--- config.mk ---
export PLATFORM = sky130hd
export DESIGN_NAME = if_stage_flat
export DESIGN_NICKNAME = d
export VERILOG_FILES = /design/src/rtl/if_stage_if.sv /design/src/rtl/if_stage.sv /design/src/flat_wrapper.sv
export SDC_FILE = /design/constraint.sdc
export NUM_CORES = 1
export LEC_CHECK = 0
export CAP_MARGIN = 20
export CORE_UTILIZATION = 42
export DETAILED_ROUTE_END_ITERATION = 8
export PLACE_DENSITY = 0.75
export SKIP_LAST_GASP = 1
export SYNTH_ARGS = -nofsm -noshare
export SYNTH_HDL_FRONTEND = slang
export SYNTH_SLANG_ARGS = --single-unit
--- constraint.sdc ---
create_clock -name clk_in -period 2 [get_ports clk_in]
set_input_delay 0.3 -clock clk_in [delete_from_list [all_inputs] [get_ports clk_in]]
set_output_delay 0.3 -clock clk_in [all_outputs]
set_load 0.05 [all_outputs]
--- src/rtl/if_stage_if.sv ---
// Byte-wide memory-controller port used by the instruction-fetch stage.
// The fetch stage is the master: it issues byte-read requests and addresses,
// the memory controller answers with busy/ack and the data byte.
interface if_stage_if #(
   parameter int MEM_ADDR_W = 32
);
   logic                  mem_req_out;
   logic [MEM_ADDR_W-1:0] mem_addr_out;
   logic                  mem_busy_in;
   logic                  mem_ack_in;
   logic [7:0]            mem_byte_in;

   modport master (
      output mem_req_out,
      output mem_addr_out,
      input  mem_busy_in,
      input  mem_ack_in,
      input  mem_byte_in
   );

   modport slave (
      input  mem_req_out,
      input  mem_addr_out,
      output mem_busy_in,
      output mem_ack_in,
      output mem_byte_in
   );
endinterface

--- src/rtl/if_stage.sv ---
// Instruction-fetch stage. Holds the PC, fetches each 32-bit instruction as
// four little-endian bytes over the byte-wide memory port, asks the pipeline
// controller to stall until a whole instruction is assembled, and redirects
// on a taken branch from EX.
module if_stage #(
   parameter logic [31:0] RESET_PC   = 32'h0000_0000,
   parameter int          MEM_ADDR_W = 32
) (
   input  logic        clk_in,
   input  logic        rst_in,
   input  logic [5:0]  stall,
   input  logic        branch_flag_in,
   input  logic [31:0] branch_target,
   if_stage_if.master  mem,
   output logic [31:0] if_pc,
   output logic [31:0] if_inst,
   output logic        stallreq_if
);

   typedef enum logic [1:0] {
      IDLE  = 2'd0,
      FETCH = 2'd1,
      DONE  = 2'd2
   } state_t;

   state_t      state, state_nx;
   logic [31:0] pc, pc_nx;
   logic [1:0]  cnt, cnt_nx;
   logic [7:0]  b0, b1, b2;
   logic [7:0]  b0_nx, b1_nx, b2_nx;
   logic        req, req_nx;
   logic [31:0] if_pc_nx, if_inst_nx;
   logic        ack_ok;
   logic [31:0] addr_sum;
   logic        unused_stall;

   // Only stall[1] concerns this stage; the other controller bits are ignored.
   assign unused_stall = ^{stall[5:2], stall[0]};

   // An ack means something only while a request is actually outstanding.
   assign ack_ok = req & mem.mem_ack_in;

   // Byte address walks through the word; 32-bit sum wraps naturally.
   assign addr_sum         = pc + {30'd0, cnt};
   assign mem.mem_addr_out = MEM_ADDR_W'(addr_sum);
   assign mem.mem_req_out  = req;

   // An instruction is ready only while it is being presented in DONE.
   assign stallreq_if = (state != DONE);

   // Next-state, PC, byte-buffer and request decode.
   always_comb begin
      // NOTE: every signal gets a default first so no path leaves it unassigned and infers a latch.
      state_nx   = state;
      pc_nx      = pc;
      cnt_nx     = cnt;
      b0_nx      = b0;
      b1_nx      = b1;
      b2_nx      = b2;
      if_pc_nx   = if_pc;
      if_inst_nx = if_inst;

      case (state)
         IDLE: begin
            if (!mem.mem_busy_in) state_nx = FETCH;
         end
         FETCH: begin
            if (ack_ok) begin
               case (cnt)
                  2'd0: b0_nx = mem.mem_byte_in;
                  2'd1: b1_nx = mem.mem_byte_in;
                  2'd2: b2_nx = mem.mem_byte_in;
                  default: begin
                     if_inst_nx = {mem.mem_byte_in, b2, b1, b0};
                     if_pc_nx   = pc;
                     state_nx   = DONE;
                  end
               endcase
               cnt_nx = cnt + 2'd1;
            end else if (mem.mem_busy_in && cnt == 2'd0) begin
               state_nx = IDLE;
            end
         end
         DONE: begin
            if (!stall[1]) begin
               pc_nx    = pc + 32'd4;
               cnt_nx   = 2'd0;
               state_nx = FETCH;
            end
         end
         default: state_nx = FETCH;
      endcase

      // A redirect overrides everything above, including a completing fetch.
      if (branch_flag_in) begin
         pc_nx      = branch_target & ~32'h3;
         cnt_nx     = 2'd0;
         state_nx   = FETCH;
         if_pc_nx   = if_pc;
         if_inst_nx = if_inst;
      end

      // Request only while fetching and the port was free; a redirect costs one gap cycle.
      req_nx = (state_nx == FETCH) && !mem.mem_busy_in && !branch_flag_in;
   end

   // Control state, PC, request and presented instruction registers.
   always_ff @(posedge clk_in) begin
      // NOTE: sequential state uses non-blocking assignments so all registers update together at the edge.
      if (!rst_in) begin
         state   <= FETCH;
         pc      <= RESET_PC;
         cnt     <= 2'd0;
         req     <= 1'b0;
         if_pc   <= 32'd0;
         if_inst <= 32'd0;
      end else begin
         state   <= state_nx;
         pc      <= pc_nx;
         cnt     <= cnt_nx;
         req     <= req_nx;
         if_pc   <= if_pc_nx;
         if_inst <= if_inst_nx;
      end
   end

   // Byte buffer for the first three bytes of the word being fetched.
   always_ff @(posedge clk_in) begin
      // NOTE: the buffer has no reset; each byte is rewritten before it is ever assembled.
      b0 <= b0_nx;
      b1 <= b1_nx;
      b2 <= b2_nx;
   end

endmodule

--- src/flat_wrapper.sv ---
// flat-port wrapper written by rule: the top's interface ports become plain ports
module if_stage_flat 
#(
   parameter logic [31:0] RESET_PC   = 32'h0000_0000,
   parameter int          MEM_ADDR_W = 32
)
  (clk_in, rst_in, stall, branch_flag_in, branch_target, if_pc, if_inst, stallreq_if, mem_mem_req_out, mem_mem_addr_out, mem_mem_busy_in, mem_mem_ack_in, mem_mem_byte_in);
  if_stage_if #(.MEM_ADDR_W(MEM_ADDR_W)) mem_i ();
  input  logic clk_in;
  input  logic rst_in;
  input  logic [5:0] stall;
  input  logic branch_flag_in;
  input  logic [31:0] branch_target;
  output logic [31:0] if_pc;
  output logic [31:0] if_inst;
  output logic stallreq_if;
  output wire logic [$bits(mem_i.mem_req_out)-1:0] mem_mem_req_out;
  output wire logic [$bits(mem_i.mem_addr_out)-1:0] mem_mem_addr_out;
  input wire logic [$bits(mem_i.mem_busy_in)-1:0] mem_mem_busy_in;
  input wire logic [$bits(mem_i.mem_ack_in)-1:0] mem_mem_ack_in;
  input wire logic [$bits(mem_i.mem_byte_in)-1:0] mem_mem_byte_in;
  assign mem_mem_req_out = mem_i.mem_req_out;
  assign mem_mem_addr_out = mem_i.mem_addr_out;
  assign mem_i.mem_busy_in = mem_mem_busy_in;
  assign mem_i.mem_ack_in = mem_mem_ack_in;
  assign mem_i.mem_byte_in = mem_mem_byte_in;
  if_stage #(.RESET_PC(RESET_PC), .MEM_ADDR_W(MEM_ADDR_W)) u_core (.clk_in(clk_in), .rst_in(rst_in), .stall(stall), .branch_flag_in(branch_flag_in), .branch_target(branch_target), .mem(mem_i), .if_pc(if_pc), .if_inst(if_inst), .stallreq_if(stallreq_if));
endmodule
==> summary.md <==
| Metric | Value |
|---|---|
| Static Leak | about 0.0026 µW |
| Yosys top cell by area | dfxtp_1 |
| Hold_buf cts | 0 |
| Initial drt markers | 258 |
| Fin area | between 7000 and 8000 µm² |
| Pin count of the biggest net entering global routing | 63 |
| Minimum clock period | 2070 ps |
| Clk buf depth | 2 |
| Ant diodes | 0 |
| Initial Util | 43.9% |
| Hold path depth | 2 |
| Sequential Power Share | between 40% and 50% |
| Vias per cell | 5.38 |
| Skew-Pair Late Insertion Delay | roughly 400 ps |
| Vias in the first global route | 4547 |
| HP Class | reg -> reg |
| Flops & latches, synth | approximately 120 |
| GPL Wtd Cong | roughly 0.86 |
| Crit path buf inv count | 0 |
| FMAX | 483 MHz |
| Power share of the combinational group | just under 9% |
| CP peak stage delay | around 560 ps |
| Asr flop ratio synth | 0% |
| Post-Synth Adder-Cell Area | around 1.3% |
| Count leader, synth | nand2_1 |
| Max_slew headroom | between 60% and 70% |
| First-pass GRT wire length | ~22000 µm |
| Via count | 4588 |
| Mean post-synth cell area | between 8 and 9 µm² |
| Clock sink count | between 100 and 150 |
| Reg-to-reg slack, setup | -70 ps |
| Switch share | between 20% and 30% |
| Routed Antenna Nets | 0 |
| Final #Nets | 755 |
| Worst endpoint data arrival time | roughly 2400 ps |
| Synthesized area | between 4000 and 5000 µm² |
| Unique masters post-synth | 43 |
| Setup crit end kind | flip-flop |
| Critical path peak fanout | 8 |
| Die area | 12000 µm² |
| RSZ-0062 raised after global routing | true |
| Critical path's most frequent cell | or4_4 |
| Sequential element share of the synthesized area | a little over half |
| Die width | approximately 110 µm |
| Cells after synthesis | 543 |
| Delay-heaviest family, CP | simple AND/OR/NAND/NOR gates |
| Fin util | approximately 66% |
| CP max-delay cell | or4_4 |
| Main combinational cell family by area after synthesis | simple AND/OR/NAND/NOR gates |
| Std-Cell Rows | 38 |
| VDD IR-drop max | about 520 µV |
| DP Wirelength | 9520 µm |
| Placed cells | 818 |
| Top cell type's share of synthesized area | between 40% and 50% |
| Placed Instance Area | 6600 µm² |
| Synth Area in XOR/XNOR | 1.99% |
| CP startpoint kind | flip-flop |
| Synth Flop Type | dfxtp_1 |
| Core area | approximately 11000 µm² |
| Reg2Reg Depth | 4 |
| Synth Area in Compound Gates | about 16% |
| CP Cell Sequence | or3b_4 -> or4_4 -> or4_4 -> a31oi_4 |
| Filler cell count | 926 |
| Failing checks | negative setup slack |
| Synth area leaders | dfxtp_1, edfxtp_1, nand2_1, a21oi_1, clkbuf_1 |
| Final setup vio count | 7 |
| Top cells by count, synth | nand2_1, dfxtp_1, a21oi_1, clkbuf_1, edfxtp_1 |
| Pins Over Slew Limit | 0 |
| Port bufs | roughly 140 |
| WP depth | 4 |
| Residual DRC | 0 |
| Total GRT Usage | between 20% and 30% |
| Top Ports | about 150 |
| Root Buffer | clkbuf_16 |
| WP data required | between 2000 and 2500 ps |
| Max-capacitance violation count | 0 |
| Final Non-Filler Cells | roughly 850 |
| H-tree levels | 4 |
| Pwr dens | between 800 and 900 nW/µm² |
| Psw | 1540 µW |
| Drt first pass iters | 4 |
| Cell-internal power | 4520 µW |
| Initial antenna violation count | 0 |
| Worst-path clk slew | approximately 60 ps |
| Fraction of final layout cells with drive strength greater than 1 | 14.2% |
| Layout Skew | about 11 ps |
| Average wire per standard cell | roughly 16 µm |
| Final setup margin | -72.2 ps |
| Fin Hold WS | roughly 450 ps |
| Number of synthesized flops with an enable pin | 24 |
| Final Hold Fails | 0 |
| Die height | around 110 µm |
| Overflow after GRT | 0 |
| Simple-Gate Fraction of Synth Area | ~22% |
| Outcome | complete, but fails checks |
| CP Class | reg -> reg |
| Synth-to-Final Area Change | 49.3% |
| Clock power frac | 48.5% |
| Period utilization | 104% |
| CTS tree | built |
| TritonCTS Buffers | 17 |
| Slew @ Worst Pin | roughly 540 ps |
| Proportion of synthesized area in mux cells | less than 1% |
| Final WL | between 10000 and 15000 µm |
| Syn. warnings | 0 |
| Final total negative setup slack | -180 ps |
area by class of cell:
type | instances | area (µm²) | share of cell area, %
Timing Repair Buffer | 173 | 1690 | 23.4
Clock buffer | 19 | 443 | 6.12
Inverter | 9 | 33.8 | 0.467
Clock inverter | 13 | 131 | 1.82
Tap cell | 140 | 175 | 2.42
Multi-Input combinational cell | 377 | 2060 | 28.5
Sequential cell | 121 | 2700 | 37.3
routing by layer:
metal  vias to the layer above  global-route usage [%]  wire length [µm]
li1                       2243                       -                 -
met1                      2170                    27.2              5670
met2                       156                    41.8              6920
met3                        19                    8.12               964
met4                         0                    9.05               242
met5                         -                       0                 0
final timing paths:
| kind | startpoint | endpoint |
|---|---|---|
| setup / recovery | u_core.state[1] | u_core.pc[28] |
| hold / removal | u_core.if_inst[23] | u_core.if_inst[23] |
| setup reg to reg | u_core.state[1] | u_core.pc[28] |
| hold reg to reg | u_core.if_inst[23] | u_core.if_inst[23] |
cell usage in the layout (no fill, tap or decap), drive strengths merged, types with 2 or more instances in the layout:
cell type and instances:
dfxtp 97, and2 3, buf 36, a21boi 2, dlymetal6s2s 9, o21ai 20, clkinv 3, ha 5
xnor2 8, a31oi 14, nor2 13, xor2 3, dlygate4sd2 10, o31ai 11, mux2i 2, edfxtp 24
nand4 10, a21oi 72, inv 18, nor3b 2, nand2 139, nor3 4, o221a 2, nand4b 2
a211oi 5, clkbuf 19, clkdlybuf4s50 118, conb 2, nand3 17, a41o 2, o211ai 2, nor4 7
and4 3, and3 4, or4 15
timing repair:
action	CTS	global route
endpoints found under the hold margin	0	0
pin swaps	2	3
cloned	1	0
resized for setup	11	14
setup buffers	1	0
endpoints found under the setup margin	16	20
through the flow:
| step | power [µW] | worst slack, ps |
|---|---|---|
| floorplan | 2920 | -61.4 |
| CTS | 6100 | -43.2 |
| global route | 6260 | -104 |
| detailed placement | 3180 | -495 |
| finish | 6060 | -72.2 |
| global placement | 3170 | -419 |
registers in the layout, indices dropped and copies added, names as in the netlist:
register	cells
u_core.b2	8
u_core.if_inst	32
u_core.mem.mem_req_out	1
u_core.if_pc	30
u_core.cnt	2
u_core.b1	8
u_core.state	2
u_core.b0	8
u_core.pc	30
power by group through the flow:
stage / Sequential (µW) / Combinational [µW] / Clock (µW)
floorplan: 2780 / 141 / 0
global placement: 2650 / 519 / 0
detailed placement: 2650 / 528 / 0
CTS: 2600 / 522 / 2980
global route: 2600 / 555 / 3100
finish: 2600 / 525 / 2940
cell families after synthesis:
kind of cell | count (synthesis)
and+or+nand+nor | 223
AOI/OAI and AO/OA | 133
DFF | 121
buffers and inverters | 47
xor gates and xnor gates | 11
adders and majority gates | 5
muxes | 2
other | 1
tightest hold or removal path: cells and delay by family, from the launching register on:
| kind | cells | cell delay (ps) |
|---|---|---|
| and+or+nand+nor | 1 | 50 |
| DFF | 1 | 310 |
| AOI/OAI and AO/OA | 1 | 50 |
Power figures use the tool's default switching activity.
